$ cat src/rtl/mem_port_arbiter_if.sv
// mem_port_arbiter_if: requester, memory-bus and status signals of the IF/DM memory port arbiter
interface mem_port_arbiter_if #(
  parameter int ADDR_W = 32,
  parameter int DATA_W = 32
);
  logic              if_req;
  logic [ADDR_W-1:0] if_addr;
  logic [DATA_W-1:0] if_rdata;
  logic              if_ack;
  logic              dm_req;
  logic              dm_we;
  logic [ADDR_W-1:0] dm_addr;
  logic [DATA_W-1:0] dm_wdata;
  logic [DATA_W-1:0] dm_rdata;
  logic              dm_ack;
  logic              mem_req;
  logic              mem_we;
  logic [ADDR_W-1:0] mem_addr;
  logic [DATA_W-1:0] mem_wdata;
  logic [DATA_W-1:0] mem_rdata;
  logic              mem_ready;
  logic              stall_f;
  logic              stall_m;
  logic              busy;
  modport slave (
    input  if_req, if_addr, dm_req, dm_we, dm_addr, dm_wdata, mem_rdata, mem_ready,
    output if_rdata, if_ack, dm_rdata, dm_ack, mem_req, mem_we, mem_addr, mem_wdata,
           stall_f, stall_m, busy
  );
  modport master (
    output if_req, if_addr, dm_req, dm_we, dm_addr, dm_wdata, mem_rdata, mem_ready,
    input  if_rdata, if_ack, dm_rdata, dm_ack, mem_req, mem_we, mem_addr, mem_wdata,
           stall_f, stall_m, busy
  );
endinterface

$ cat src/rtl/mem_port_arbiter.sv
// mem_port_arbiter: shares one single-port memory bus between fetch and data ports with bounded DM priority
module mem_port_arbiter #(
  parameter int ADDR_W        = 32,
  parameter int DATA_W        = 32,
  parameter int MAX_DM_STREAK = 4
) (
  input logic             clk,
  input logic             rst,
  mem_port_arbiter_if.slave bus
);
  localparam int SW = $clog2(MAX_DM_STREAK + 1);
  typedef enum logic [1:0] {IDLE, BUSY, RESP} state_t;
  state_t        state, state_nx;
  logic          own_dm, we_r, grant, grant_dm, streak_max;
  logic [SW-1:0] streak;
  // state register
  always_ff @(posedge clk)
    state <= rst ? IDLE : state_nx;
  // grant decision and next state; DM wins contention until its streak saturates
  always_comb begin
    streak_max = streak == SW'(MAX_DM_STREAK);
    grant      = state == IDLE && (bus.if_req || bus.dm_req);
    grant_dm   = bus.dm_req && !(bus.if_req && streak_max);
    state_nx   = state == IDLE ? (grant ? BUSY : IDLE) :
                 state == BUSY ? (bus.mem_ready ? RESP : BUSY) : IDLE;
  end
  // bus registers latched at grant, read data captured on completion
  always_ff @(posedge clk) begin
    if (rst) begin
      own_dm        <= 1'b0;
      we_r          <= 1'b0;
      streak        <= '0;
      bus.mem_addr  <= '0;
      bus.mem_wdata <= '0;
      bus.if_rdata  <= '0;
      bus.dm_rdata  <= '0;
    end else begin
      if (grant) begin
        own_dm        <= grant_dm;
        we_r          <= grant_dm && bus.dm_we;
        bus.mem_addr  <= grant_dm ? bus.dm_addr : bus.if_addr;
        bus.mem_wdata <= grant_dm ? bus.dm_wdata : '0;
        streak        <= grant_dm && bus.if_req ? (streak_max ? streak : streak + SW'(1)) : '0;
      end
      if (state == BUSY && bus.mem_ready && !own_dm) bus.if_rdata <= bus.mem_rdata;
      if (state == BUSY && bus.mem_ready && own_dm && !we_r) bus.dm_rdata <= bus.mem_rdata;
    end
  end
  assign bus.mem_req = state == BUSY;
  assign bus.mem_we  = state == BUSY && we_r;
  assign bus.if_ack  = state == RESP && !own_dm;
  assign bus.dm_ack  = state == RESP && own_dm;
  assign bus.busy    = state != IDLE;
  assign bus.stall_f = bus.if_req && !bus.if_ack;
  assign bus.stall_m = bus.dm_req && !bus.dm_ack;
endmodule

$ cat src/flat_wrapper.sv
// flat-port wrapper written by rule: the top's interface ports become plain ports
module mem_port_arbiter_flat 
#(
  parameter int ADDR_W        = 32,
  parameter int DATA_W        = 32,
  parameter int MAX_DM_STREAK = 4
)
  (clk, rst, bus_if_req, bus_if_addr, bus_dm_req, bus_dm_we, bus_dm_addr, bus_dm_wdata, bus_mem_rdata, bus_mem_ready, bus_if_rdata, bus_if_ack, bus_dm_rdata, bus_dm_ack, bus_mem_req, bus_mem_we, bus_mem_addr, bus_mem_wdata, bus_stall_f, bus_stall_m, bus_busy);
  mem_port_arbiter_if #(.ADDR_W(ADDR_W), .DATA_W(DATA_W)) bus_i ();
  input logic clk;
  input logic rst;
  input wire logic [$bits(bus_i.if_req)-1:0] bus_if_req;
  input wire logic [$bits(bus_i.if_addr)-1:0] bus_if_addr;
  input wire logic [$bits(bus_i.dm_req)-1:0] bus_dm_req;
  input wire logic [$bits(bus_i.dm_we)-1:0] bus_dm_we;
  input wire logic [$bits(bus_i.dm_addr)-1:0] bus_dm_addr;
  input wire logic [$bits(bus_i.dm_wdata)-1:0] bus_dm_wdata;
  input wire logic [$bits(bus_i.mem_rdata)-1:0] bus_mem_rdata;
  input wire logic [$bits(bus_i.mem_ready)-1:0] bus_mem_ready;
  output wire logic [$bits(bus_i.if_rdata)-1:0] bus_if_rdata;
  output wire logic [$bits(bus_i.if_ack)-1:0] bus_if_ack;
  output wire logic [$bits(bus_i.dm_rdata)-1:0] bus_dm_rdata;
  output wire logic [$bits(bus_i.dm_ack)-1:0] bus_dm_ack;
  output wire logic [$bits(bus_i.mem_req)-1:0] bus_mem_req;
  output wire logic [$bits(bus_i.mem_we)-1:0] bus_mem_we;
  output wire logic [$bits(bus_i.mem_addr)-1:0] bus_mem_addr;
  output wire logic [$bits(bus_i.mem_wdata)-1:0] bus_mem_wdata;
  output wire logic [$bits(bus_i.stall_f)-1:0] bus_stall_f;
  output wire logic [$bits(bus_i.stall_m)-1:0] bus_stall_m;
  output wire logic [$bits(bus_i.busy)-1:0] bus_busy;
  assign bus_i.if_req = bus_if_req;
  assign bus_i.if_addr = bus_if_addr;
  assign bus_i.dm_req = bus_dm_req;
  assign bus_i.dm_we = bus_dm_we;
  assign bus_i.dm_addr = bus_dm_addr;
  assign bus_i.dm_wdata = bus_dm_wdata;
  assign bus_i.mem_rdata = bus_mem_rdata;
  assign bus_i.mem_ready = bus_mem_ready;
  assign bus_if_rdata = bus_i.if_rdata;
  assign bus_if_ack = bus_i.if_ack;
  assign bus_dm_rdata = bus_i.dm_rdata;
  assign bus_dm_ack = bus_i.dm_ack;
  assign bus_mem_req = bus_i.mem_req;
  assign bus_mem_we = bus_i.mem_we;
  assign bus_mem_addr = bus_i.mem_addr;
  assign bus_mem_wdata = bus_i.mem_wdata;
  assign bus_stall_f = bus_i.stall_f;
  assign bus_stall_m = bus_i.stall_m;
  assign bus_busy = bus_i.busy;
  mem_port_arbiter #(.ADDR_W(ADDR_W), .DATA_W(DATA_W), .MAX_DM_STREAK(MAX_DM_STREAK)) u_core (.clk(clk), .rst(rst), .bus(bus_i));
endmodule
$ cat config.mk
export PLATFORM = sky130hd
export DESIGN_NAME = mem_port_arbiter_flat
export DESIGN_NICKNAME = d
export VERILOG_FILES = /design/src/rtl/mem_port_arbiter_if.sv /design/src/rtl/mem_port_arbiter.sv /design/src/flat_wrapper.sv
export SDC_FILE = /design/constraint.sdc
export NUM_CORES = 1
export LEC_CHECK = 0
export CAP_MARGIN = 20
export CORE_ASPECT_RATIO = 0.7
export CORE_UTILIZATION = 40
export CTS_CLUSTER_SIZE = 10
export DETAILED_ROUTE_END_ITERATION = 8
export DONT_BUFFER_PORTS = 1
export PLACE_DENSITY = 0.65
export SETUP_SLACK_MARGIN = 0.4
export SYNTH_ARGS = -nofsm -noshare
export SYNTH_HDL_FRONTEND = slang
export SYNTH_SLANG_ARGS = --single-unit
$ cat constraint.sdc
create_clock -name clk -period 4.2 [get_ports clk]
set_input_delay 0.84 -clock clk [delete_from_list [all_inputs] [get_ports clk]]
set_output_delay 0.84 -clock clk [all_outputs]
set_load 0.005 [all_outputs]
==> impl_metrics.ini <==
[clock_network]
cts_htree_levels = 4
ctsHoldBuffers = 0
cts_setup_buffers = 0
path_clk_slew_ns = 0.06
cts_made_buffers = 17
clock_latency_ns = 0.40
cts-root-buf = clkbuf_16
numClockSinks = 135
clk_path_buf_depth = 2
cts-resized-gates = 0
cts_tree = done

[worst_setup_path]
end_kind = primary output
cp_max_fo = 8
critPathLaunchType = flip-flop
crit_arrival_ns = 1.49
rr_worst_depth = 5
crit_type = reg -> out
worstPathRequired_ns = 3.36

[worst_hold_path]
min_path_type = reg -> reg
hold_depth = 2

[power_and_ir_drop]
ir_drop_uv = 257
p_leak_nw = 1.98
combPwrFrac_pct = 8.2
p_int_w = 0.00233
pwr-share-seq_pct = 45.3
clockPowerShare_pct = 46.6
p_sw_w = 0.000814
cellPowerDensity_nw_per_um2 = 514
p_sw_share_pct = 25.9

[routing]
drc = 0
drt_iter0_markers = 322
drtAntennaViolNets = 0
totalWireLength_mm = 16.3
wl_per_cell_um = 19.8
vias_per_cell = 6.12
firstDrtPassIters = 5
vias = 5031

[die]
die_h_um = 101
fp.coreArea_sq_um = 13400
die_x_um = 143
start_util_pct = 41.7
die_area_sq_um = 14400
core.rowCount = 35
ioPinCount = 269

[logic_synthesis]
yosysWarnings = 0
yosysSeqAreaShare_pct = 48.5
syn-cell-area_sq_um = 5570
synthArstFlopShare_pct = 0
synth-edff-count = 0
syn_area_per_cell_sq_um = 8.23
yosys-top-cells-area = dfxtp_1 (49%), a21oi_1 (12%), o21ai_0 (8.5%), nand3_1 (5.9%), a311oi_1 (5.0%)
yosysUniqueCellTypes = 33
yosys.area.top_type = dfxtp_1
yosysTopAreaCellShare_pct = 48.5
ys_ff_latch = 135
synth_ff_type = dfxtp_1
syn-num-nets = 813
synthCells = 677

[placement]
place.gp.congestion = 0.783
dpl.hpwl_mm = 10.7
portBuffers = 0

[cells_and_area]
n_antenna_cell = 0
area_growth_pct = 9.72
drive_above_1_share_pct = 7.38
fillCellCount = 1306
fin_nets = 760
utilization_pct = 45.8

[global_routing]
grt-ovfl-total = 0
grt_max_degree = 136
antenna_found_initial = 0
grt_pass1_vias = 4683
grt_use_total_pct = 21.8
grt_first_pass_wirelength_mm = 24.7

[run]
max-cap-violations = 0

[sta]
worst-slew-pin-transition_ns = 1.09
rsz0062_at_grt = false
fin_crit_ns = 2.33
setup_violations = 0
fin_hold_ws_ns = 0.475
max_freq_mhz = 429
relSlewSlack_pct = 27.1
drv_slew = 0
fin_setup_tns_ns = 0
hold_viol = 0
fin_crit_sh_pct = 55.5
skew_ns = 0.00972

[run_status]
outcome = completed
==> per-stage QoR <==
| step | area, sq um | std cells | setup WS [ns] | power [W] |
|---|---|---|---|---|
| floorplan | 5570 | 677 | 2.01 | 0.00167 |
| global placement | 5440 | 786 | 1.95 | 0.00168 |
| detailed placement | 5490 | 788 | 1.92 | 0.00170 |
| CTS | 6070 | 820 | 1.80 | 0.00316 |
| global route | 6110 | 822 | 1.79 | 0.00327 |
| finish | 6110 | 822 | 1.87 | 0.00314 |
==> Yosys cell counts (2+ instances only) <==
cell type	instances
clkbuf_2	2
o21ai_1	5
nor2_1	2
buf_6	4
buf_4	10
dfxtp_1	135
a21oi_1	134
o21ai_0	95
nor2b_1	3
and3b_1	2
nand3_1	66
buf_2	28
ha_1	2
nor2_4	2
and2_1	2
nand2b_1	2
nand2_1	66
nand4_1	35
inv_1	2
a311oi_1	32
inv_2	2
clkbuf_1	35
==> cell families after synthesis <==
kind of cell             Yosys count  share of synthesized area [%]
AO/OA/AOI/OAI                    267                           26.2
AND/OR/NAND/NOR                  189                           17.3
buffers and inverters             84                           7.55
flip-flops                       135                           48.5
adder cells (fa/ha/maj)            2                          0.449
==> registers in the layout, indices dropped and copies added (netlist names) <==
signal	flops
u_core.bus.dm_rdata	32
u_core.bus.if_rdata	32
u_core.bus.mem_addr	32
u_core.bus.mem_wdata	32
u_core.streak	3
u_core.state	2
u_core.own_dm	1
u_core.we_r	1
==> path summary, 6_finish.rpt <==
| check | slack (ns) | from | to |
|---|---|---|---|
| min | 0.48 | u_core.bus.if_rdata[20]$_SDFFE_PP0P_ | u_core.bus.if_rdata[20]$_SDFFE_PP0P_ |
| min reg2reg | 0.48 | u_core.bus.if_rdata[20]$_SDFFE_PP0P_ | u_core.bus.if_rdata[20]$_SDFFE_PP0P_ |
| max | 1.87 | u_core.state[1]$_SDFF_PP0_ | bus_stall_f |
| max reg2reg | 2.09 | u_core.streak[0]$_SDFFE_PP0P_ | u_core.bus.mem_addr[29]$_SDFFE_PP0P_ |
==> placed cells by master, fill, tap and decap left out, types with 2 or more instances in the layout <==
cell type / instances
a21oi_1: 134
a311oi_1: 32
and2_1: 2
and3b_1: 2
buf_16: 3
buf_4: 4
bufinv_16: 2
clkbuf_16: 17
clkinv_2: 2
clkinv_4: 3
clkinvlp_4: 5
dfxtp_1: 135
ha_1: 2
inv_1: 2
inv_2: 2
inv_6: 2
nand2_1: 66
nand2b_1: 2
nand3_1: 65
nand4_1: 35
nor2_1: 2
nor2_4: 2
nor2b_1: 2
o21ai_0: 95
o21ai_1: 5
==> layer usage <==
layer	vias up	share of wire [%]	wire (um)	track usage (%)
met5	-	0	0	0
met3	24	11	1800	8.36
met4	0	1.6	269	8.77
met2	255	48	7760	34.6
li1	2346	-	-	-
met1	2406	40	6480	26.5
==> critical path, stage by stage, from the launching register on <==
cell     delay (ns)
dfxtp_1        0.50
nor3b_1        0.48
nor2b_1        0.12
==> power by group through the flow <==
| stage | combinational (W) | clock, W | sequential (W) |
|---|---|---|---|
| finish | 0.000256 | 0.00146 | 0.00142 |
| global route | 0.000287 | 0.00155 | 0.00143 |
| CTS | 0.000250 | 0.00149 | 0.00142 |
| detailed placement | 0.000251 | 0 | 0.00145 |
| global placement | 0.000230 | 0 | 0.00145 |
| floorplan | 0.000239 | 0 | 0.00143 |
==> layout make-up <==
class	instances	area [sq um]	area share (%)
inverters	4	15.0	0.246
repair buffers	8	128	2.09
well taps	185	231	3.79
flip-flops and latches	135	2700	44.2
multi-input cells	458	2460	40.2
clock inverters	14	151	2.48
clock buffers	18	429	7.02
Note: power is estimated with default switching activity, not from simulation.
